<file path="src/rtl/rgb888_packer.sv">
// rgb888_packer: packs 24-bit RGB888 pixels into 32-bit CSI-2 payload words (4 pixels -> 3 words).
// Define RGB888_PACKER_PAD_EN to close each line with a PAD_BYTE-filled partial word.
module rgb888_packer #(
    parameter logic [7:0]   PAD_BYTE = 8'h00,
    localparam int unsigned PIX_W    = 24,
    localparam int unsigned WORD_W   = 32
) (
    input  logic              clock,
    input  logic              reset_n,
    input  logic [PIX_W-1:0]  pixel,
    input  logic              pixel_valid,
    input  logic              pixel_last,
    output logic              pixel_ready,
    output logic [WORD_W-1:0] word,
    output logic              word_valid,
    output logic              word_last,
    input  logic              word_ready
);

    logic [1:0]        phase;
    logic [PIX_W-1:0]  residual;
    logic              out_free;
    logic              accept;
    logic              emit;
    logic [WORD_W-1:0] norm_word;
    logic [PIX_W-1:0]  next_residual;

    // Output register can take a new word when empty or being drained this cycle.
    assign out_free = !word_valid || word_ready;

`ifdef RGB888_PACKER_PAD_EN
    typedef enum logic {RUN, FLUSH} state_t;
    state_t            state;
    logic [WORD_W-1:0] flush_word;

    assign pixel_ready = (state == RUN) && out_free;

    // Phase was already advanced past the last pixel: 2 means two bytes carried, 3 means one.
    always_comb begin
        flush_word = {PAD_BYTE, PAD_BYTE, PAD_BYTE, residual[7:0]};
        if (phase == 2'd2) begin
            flush_word = {PAD_BYTE, PAD_BYTE, residual[15:0]};
        end
    end
`else
    logic [7:0] unused_pad;

    assign pixel_ready = out_free;
    assign unused_pad  = PAD_BYTE;
`endif

    assign accept = pixel_valid && pixel_ready;

    // Word assembled from the carried bytes and the incoming pixel, plus the new carry.
    always_comb begin
        emit          = 1'b1;
        norm_word     = '0;
        next_residual = '0;
        case (phase)
            2'd0: begin
                emit          = 1'b0;
                next_residual = pixel;
            end
            2'd1: begin
                norm_word     = {pixel[7:0], residual};
                next_residual = {8'h00, pixel[23:8]};
            end
            2'd2: begin
                norm_word     = {pixel[15:0], residual[15:0]};
                next_residual = {16'h0000, pixel[23:16]};
            end
            default: begin
                norm_word     = {pixel, residual[7:0]};
            end
        endcase
    end

    always_ff @(posedge clock) begin
        if (!reset_n) begin
            word       <= '0;
            word_valid <= 1'b0;
            word_last  <= 1'b0;
            phase      <= '0;
            residual   <= '0;
`ifdef RGB888_PACKER_PAD_EN
            state      <= RUN;
`endif
        end else begin
            if (word_valid && word_ready) begin
                word_valid <= 1'b0;
                word_last  <= 1'b0;
            end
`ifdef RGB888_PACKER_PAD_EN
            if (state == FLUSH) begin
                if (out_free) begin
                    word       <= flush_word;
                    word_valid <= 1'b1;
                    word_last  <= 1'b1;
                    phase      <= '0;
                    residual   <= '0;
                    state      <= RUN;
                end
            end else if (accept) begin
`else
            if (accept) begin
`endif
                if (emit) begin
                    word       <= norm_word;
                    word_valid <= 1'b1;
                    word_last  <= 1'b0;
                end
                phase    <= phase + 2'd1;
                residual <= next_residual;
                if (pixel_last) begin
`ifdef RGB888_PACKER_PAD_EN
                    case (phase)
                        2'd0: begin
                            word       <= {PAD_BYTE, pixel};
                            word_valid <= 1'b1;
                            word_last  <= 1'b1;
                            phase      <= '0;
                            residual   <= '0;
                        end
                        2'd3:    word_last <= 1'b1;
                        default: state     <= FLUSH;
                    endcase
`else
                    // Without flush, leftover bytes of a short line are dropped.
                    word_last <= emit;
                    phase     <= '0;
                    residual  <= '0;
`endif
                end
            end
        end
    end

endmodule

</file>
<file path="config.mk">
export PLATFORM = sky130hd
export DESIGN_NAME = rgb888_packer
export DESIGN_NICKNAME = d
export VERILOG_FILES = /design/src/rtl/rgb888_packer.sv
export SDC_FILE = /design/constraint.sdc
export NUM_CORES = 1
export LEC_CHECK = 0
export BUFFER_PORTS_ARGS = -buffer_cell sky130_fd_sc_hd__buf_2
export CAP_MARGIN = 10
export CORE_UTILIZATION = 40
export CTS_BUF_LIST = sky130_fd_sc_hd__clkbuf_8
export DETAILED_ROUTE_END_ITERATION = 6
export GPL_ROUTABILITY_DRIVEN = 0
export SLEW_MARGIN = 20
export SYNTH_ARGS = -nofsm -noshare
export SYNTH_HDL_FRONTEND = slang
export SYNTH_SLANG_ARGS = --single-unit
</file>
<file path="constraint.sdc">
create_clock -name clock -period 2 [get_ports clock]
set_input_delay 0.1 -clock clock [delete_from_list [all_inputs] [get_ports clock]]
set_output_delay 0.1 -clock clock [all_outputs]
set_load 0.01 [all_outputs]
</file>
# Yosys cells after proc, flatten, opt, wreduce, memory -nomap -nowiden
# Index checks and enable logic that the tools add are counted.
# op_classes
n_mux	12
n_reduce_logical	6
n_eq_ne	2
bitwise_logic	1
addsub	1
# ops
operator	n
$pmux W24 S3	1
$pmux W32 S2	1
$mux W24	1
$mux W1	8
$add A2 B1 Y2 const B	1
$eq A2 B1 Y1 const B	1
$eq A2 B2 Y1 const B	1
$logic_and A1 B1 Y1	2
$logic_not A2 Y1	1
$mux W2	1
$reduce_and A2 Y1	1
$logic_not A1 Y1	1
$logic_or A1 B1 Y1	1
$not A1 Y1	1
# word_totals
elab_cells	27
ff_bits	60
input_bits	29

# Depth between registers and ports, before layout
# Gate-level depths: netlist of the first run.
# logic_depth
depth_word	5
depth_mapped	8
mapped_depth_nobuf	5

# Least setup slack after synthesis of the first run
# Ideal clock, no wire load.
# synth_timing
path_kind	register -> register
start	reg phase[0]
end	reg phase[1]
path_slack_ns	0.391
stages_incl_launch_ff	7
t_arrival_ns	1.539
synth_period_minus_slack_ns	1.609
setup_time_ns	0.070
cell_sequence	dfxtp_1 -> inv_1 -> ha_1 -> buf_4 -> inv_1 -> or4_1 -> a21oi_1
# synth_via
elab_chain_cells	2
# synth_rtl
item	line	rtl
start: declaration	20	logic [1:0] phase;
start signal: assignment	112	phase <= phase + 2'd1;
$add A2 B1 Y2	112	
$mux W2	114	if (pixel_last) begin
# Every way passes these cells.
# A chain may end at the register's enable or synchronous reset.

# Worst setup path in the final report of the first run
# layout_timing
start	reg word_valid
end	out pixel_ready
# layout_via
elab_chain_cells	2
# layout_rtl
item	line	rtl
start: declaration	15	output logic word_valid,
start signal: assignment	81	word_valid <= 1'b0;
start signal: assignment	90	word_valid <= 1'b0;
start signal: assignment	109	word_valid <= 1'b1;
$logic_not A1 Y1	29	assign out_free = !word_valid || word_ready;
$logic_or A1 B1 Y1	29	
end: declaration	13	output logic pixel_ready,
# Every way passes these cells.

==> results of run 1 <==
==> stage by stage <==
stage               utilization  setup WS [ns]
finish                    0.504          0.156
detailed placement        0.474          0.253
global placement          0.474          0.262
floorplan                     -          0.391
CTS                       0.504          0.158
global route              0.504         0.0603
==> layer usage <==
| layer | part of all wire | global-route usage |
|---|---|---|
| met1 | 0.44 | 0.314 |
| met2 | 0.47 | 0.336 |
| met3 | 0.066 | 0.0415 |
| met4 | 0.016 | 0.0955 |
| met5 | 0 | 0 |
==> registers in the layout, indices dropped and copies added, names as in the netlist <==
register,flops
word,32
word_valid,1
word_last,1
phase,2
residual,24
==> where the power goes <==
part | switching, mW | internal [mW] | total [mW]
combinational | 0.220 | 0.137 | 0.358
clock | 0.499 | 0.567 | 1.07
sequential | 0.0268 | 1.24 | 1.27
==> path summary, 6_finish.rpt <==
path              slack, ns      endpoint  startpoint
hold / removal         0.06  residual[21]   pixel[21]
setup / recovery       0.16   pixel_ready  word_valid
setup reg to reg       0.22  residual[16]  word_valid
hold reg to reg        0.47      word[17]    word[17]
==> cell type report <==
class                           instances  area [sq um]
Timing Repair Buffer                   78           428
Clock inverter                          7          67.6
Multi-Input combinational cell        177          1280
Sequential cell                        60          1200
Inverter                                6          22.5
Clock buffer                            9           124
Tap cell                               77          96.3
Fill cell                             624          3170
==> cells in the final DEF (no fill, tap or decap), drive strengths merged <==
cell type | Yosys | layout
buf | 17 | 78
nand3 | 8 | 8
clkbuf | 19 | 9
nor2 | 2 | 2
inv | 6 | 6
or4 | 2 | 2
a21oi | 21 | 21
bufinv | 0 | 1
a222oi | 8 | 8
dfxtp | 60 | 60
o21a | 1 | 1
o21ai | 10 | 10
o2111ai | 16 | 16
nand2b | 1 | 1
clkinv | 0 | 3
o22ai | 16 | 16
nand4 | 1 | 1
nand4b | 1 | 1
nand2 | 17 | 17
a211oi | 8 | 8
and4 | 1 | 1
a32o | 8 | 8
o2bb2ai | 16 | 16
o311ai | 1 | 1
a22oi | 16 | 16
nor2b | 3 | 3
a221oi | 16 | 16
ha | 4 | 4
clkinvlp | 0 | 3
==> kinds of logic after synthesis <==
group,after synthesis,synth area share
compound gates,137,0.391
flops,60,0.450
buf+inv,42,0.0717
simple gates,36,0.0693
fa+ha+maj,4,0.0187
==> flow_metrics.tcl, run 1 <==
set metrics [dict create \
    synth-seq-cells 60 \
    first_iter_violations 193 \
    synthCells 279 \
    path_delay_family "buffers and inverters" \
    finalInstanceArea_sq_mm 0.00322 \
    power_density_mw_per_mm2 836 \
    cts_setup_buffers 0 \
    synthTopCellsByCount "dfxtp_1 (60), a21oi_1 (20), clkbuf_1 (19)" \
    min_path_cells 2 \
    root_buffer "clkbuf_8" \
    cp-start-kind "register" \
    cp.depth 4 \
    synth_area_sq_mm 0.00267 \
    critPathMaxFanout 20 \
    fin_nets 365 \
    finalHoldWorstSlack_ns 0.0566 \
    setup_tns_ns 0 \
    synth_most_common_cell "dfxtp_1" \
    cpPeakStageDelay_ns 0.36 \
    peakVddDrop_mv 0.473 \
    p_leak_nw 1.23 \
    skew_ns 0.00723 \
    cts_buffers 9 \
    die-area_sq_mm 0.00701 \
    fin_crit_ns 1.84 \
    path_clk_slew_ns 0.07 \
    synth_cell_type_count 33 \
    cap_violations 0 \
    htree_levels 3 \
    synthArstFlopShare 0 \
    clock_latency_ns 0.34 \
    vias 2629 \
    cp.arrival_ns 1.74 \
    drc 0 \
    synth_fp_nets 312 \
    rsz0062_at_grt "no" \
    grtUsageTotal 0.224 \
    initial_core_util 0.418 \
    synth_warnings 0 \
    relSlewSlack 0.713 \
    status "complete, no violations" \
    synthFlopType "dfxtp_1" \
    placed_area_sq_mm 0.00303 \
    yosys-top-cells-area "dfxtp_1 (45%), a221oi_1 (5.2%), o2111ai_1 (5.2%)" \
    crit_chain "nor2b_4 -> inv_2 -> buf_4 -> buf_2" \
    port-buffer-count 63 \
    clk_path_buf_depth 2 \
    cts.sinks 60 \
    ys_seq_area_frac 0.450 \
    post_route_cells_drive_above_1_share 0.294 \
    antenna_cells 0 \
    synth_top_area_share 0.450 \
    first_global_vias 2332 \
    final_max_slew_viol_count 0 \
    dpl.cell_count 398 \
    rows 29 \
    core_region_area_sq_mm 0.00639 \
    cp_slowest_cell "dfxtp_1" \
    fin_cells 414 \
    post-route-period-util 0.922 \
    grt-ovfl-total 0 \
    synth_area_leader_cell "dfxtp_1" \
    critical_path_required_ns 1.90 \
    io_pins 64 \
    cts_resized 0 \
    syn_area_per_cell_sq_um 9.57 \
    fmax_mhz 542 \
    antenna_left 0 \
    syn_to_final_growth_pct 20.6 \
    die_h_microns 83.7 \
    reg2regPathDepth 4 \
    tightest_slew_ns 0.431 \
    grt_pass1_wl_microns 12400 \
    routed_wirelength_microns 7720 \
    hp-class "input pin to register" \
    wl_per_cell_microns 18.6 \
    cp-end-kind "output pin" \
    fin_total_pwr_mw 2.69 \
    grt_max_degree 33 \
    synth_edf_count 0 \
    setup-violations-final 0 \
    dp_hpwl_microns 5210 \
    cp.buffers_inverters 3 \
    antenna_found_initial 0 \
    tritoncts "done" \
    ctsHoldBuffers 0 \
    path_class "register to output pin" \
    die_x_microns 83.7 \
    drt_first_pass_iters 5 \
    vias_per_cell 6.35 \
    hold_violations 0 \
]
Note: power is estimated with default switching activity, not from simulation.
==> run 2, diff against run 1 <==
- ABC_AREA: default -> 1
==> run 2 against run 1 <==
First-iteration DRC count is 26% higher. Global-route usage decreased by 0.078 points. Die area up 21%. Cell count is 60% higher. Core utilization shrank 1.9 points. Register-to-register slack gained 0.07 ns. Maximum frequency increased by 7.9%. Setup slack better by 0.13 ns. Clock power rose by 20%. Critical path depth increased by 2. Critical path type is now register to register. Largest cell class unchanged.
==> flow_metrics.tcl, run 2 <==
set metrics [dict create \
    first_global_vias 3001 \
    ctsHoldBuffers 0 \
    drc 0 \
    hp-class "input pin to register" \
    synth_cell_type_count 25 \
    final_util 0.485 \
    setup_tns_ns 0 \
    syn_to_final_growth_pct 16.6 \
    skew_ns 0.00726 \
    root_buffer "clkbuf_8" \
    cp.arrival_ns 1.94 \
    synth_area_leader_cell "dfxtp_1" \
    synth_warnings 0 \
    final_common_cell "nand2_1" \
    place_ws_ns 0.303 \
    regArea_sq_mm 0.00120 \
    synth_edf_count 0 \
    synthCells 501 \
    syn_area_per_cell_sq_um 6.48 \
    critical_path_required_ns 2.23 \
    multi_input_area_sq_mm 0.00168 \
    ys_seq_area_frac 0.370 \
    die_h_microns 92.1 \
    cts.sinks 60 \
    drt_first_pass_iters 4 \
    synthArstFlopShare 0 \
    tightest_slew_ns 0.531 \
    antenna_cells 0 \
    cap_violations 0 \
    fin_crit_ns 1.71 \
    vias_per_cell 4.89 \
    initial_core_util 0.416 \
    wl_per_cell_microns 13.4 \
    grt-ovfl-total 0 \
    antenna_found_initial 0 \
    worstHoldStart "word_ready" \
    synthFlopType "dfxtp_1" \
    die-area_sq_mm 0.00848 \
    synth_fp_nets 534 \
    final_max_slew_viol_count 0 \
    dp_hpwl_microns 6320 \
    core_region_area_sq_mm 0.00781 \
    cp-start-kind "register" \
    relSlewSlack 0.645 \
    htree_levels 3 \
    fin_nets 587 \
    tritoncts "done" \
    power_density_mw_per_mm2 857 \
    yosys-top-cells-area "dfxtp_1 (37%), nand2_1 (24%), a21oi_1 (6.5%)" \
    regMostFlops "word" \
    r2r_end "word[24]" \
    antenna_left 0 \
    clk_path_buf_depth 2 \
    path_class "register to register" \
    finalHoldWorstSlack_ns 0.0811 \
    post-route-period-util 0.855 \
    reg.largest.list "word: 32 flops, residual: 24 flops, phase: 2 flops" \
    routed_wirelength_microns 8830 \
    synth-seq-cells 60 \
    port-buffer-count 63 \
    cp-end-kind "register" \
    synth_top_area_share 0.370 \
    layout_common_cells "nand2_1 (209), buf_2 (63), dfxtp_1 (60), a21oi_1 (42), inv_1 (39)" \
    path_clk_slew_ns 0.07 \
    critPathMaxFanout 14 \
    io_pins 64 \
    rows 32 \
    p_leak_nw 1.78 \
    first_iter_violations 244 \
    peakVddDrop_mv 0.340 \
    rsz0062_at_grt "no" \
    reg2regPathDepth 6 \
    worstReg2RegStart "phase[0]" \
    vias 3235 \
    cts_buffers 9 \
    hold_violations 0 \
    fillers 842 \
    die_x_microns 92.1 \
    grtUsageTotal 0.223 \
    largest_reg_flops 32 \
    status "complete, no violations" \
    grt_pass1_wl_microns 14800 \
    r2r_slack_ns 0.29 \
    cp-startpoint "phase[0]" \
    fmax_mhz 585 \
    cts_setup_buffers 0 \
    critical_path.endpoint "word[24]" \
    setup-violations-final 0 \
    synth_area_sq_mm 0.00325 \
    clock_latency_ns 0.34 \
    post_route_cells_drive_above_1_share 0.209 \
    grt_max_degree 35 \
    synthTopCellsByCount "nand2_1 (209), dfxtp_1 (60), a21oi_1 (42)" \
    finalWorstSetupSlack_ns 0.290 \
    synth_most_common_cell "nand2_1" \
    cts_resized 0 \
]
## run 2: changes by cell type in the layout (fill, tap and decap cells not counted), sizes merged, moves of 9 or more
| cell | before | now |
|---|---|---|
| or2 | 0 | 9 |
| a21oi | 21 | 51 |
| nand3 | 8 | 26 |
| nand2 | 17 | 214 |
| o2bb2ai | 16 | 0 |
| o2111ai | 16 | 0 |
| o22ai | 16 | 0 |
| a22oi | 16 | 0 |
| inv | 6 | 41 |
| nor2 | 2 | 37 |
| a221oi | 16 | 0 |
## run 2: through the flow
stage / cell area, sq um / std cells / power [mW]
finish: 3790 / 661 / 3.25
global route: 3790 / 661 / 3.41
CTS: 3790 / 661 / 3.27
global placement: 3550 / 645 / 1.98
floorplan: 3250 / 501 / 1.80
detailed placement: 3550 / 645 / 1.99
## run 2: kinds of logic (layout without fill, tap and decap cells)
kind of cell / Yosys count / in the layout / synth area share
simple gates: 295 / 295 / 0.380
compound gates: 71 / 71 / 0.123
buf+inv: 71 / 129 / 0.113
flops: 60 / 60 / 0.370
fa+ha+maj: 4 / 4 / 0.0154
## run 2: worst min-delay path by stage
| stage | to | slack [ns] | cells past startpoint |
|---|---|---|---|
| 2_1_floorplan | word_last | 0.27 | 2 |
| 3_3_place_gp | word_last | 0.43 | 4 |
| 3_5_place_dp | word_last | 0.44 | 4 |
| 4_1_cts | word_last | 0.07 | 4 |
| 5_1_grt | word[14] | 0.11 | 3 |
| 6_report | word_last | 0.08 | 4 |
## run 2: metal layers
metal,GRT usage,vias up,share of wire
met4,0.0964,0,0.015
met3,0.0390,9,0.061
met1,0.299,1470,0.46
met5,0,-,0
li1,-,1657,-
met2,0.351,99,0.46
## run 2: power by group
part	total, mW	internal, mW	switching, mW
clock network	1.28	0.799	0.484
logic	0.655	0.229	0.426
registers	1.31	1.27	0.0403
total	3.25	2.30	0.950
## run 2: cell type report
cell class	count	share of cell area
multi-input combinational	370	0.444
timing repair buffer	73	0.103
clock buffer	12	0.0436
tap	102	0.0337
clock inverter	4	0.0188
inverter	40	0.0397
sequential	60	0.317
## run 2: worst max-delay path, stage by stage, from the launching register on
cell	delay [ns]
dfxtp_1	0.37
inv_1	0.09
ha_1	0.41
buf_4	0.23
or2_2	0.30
a21oi_1	0.15
nor2_1	0.05
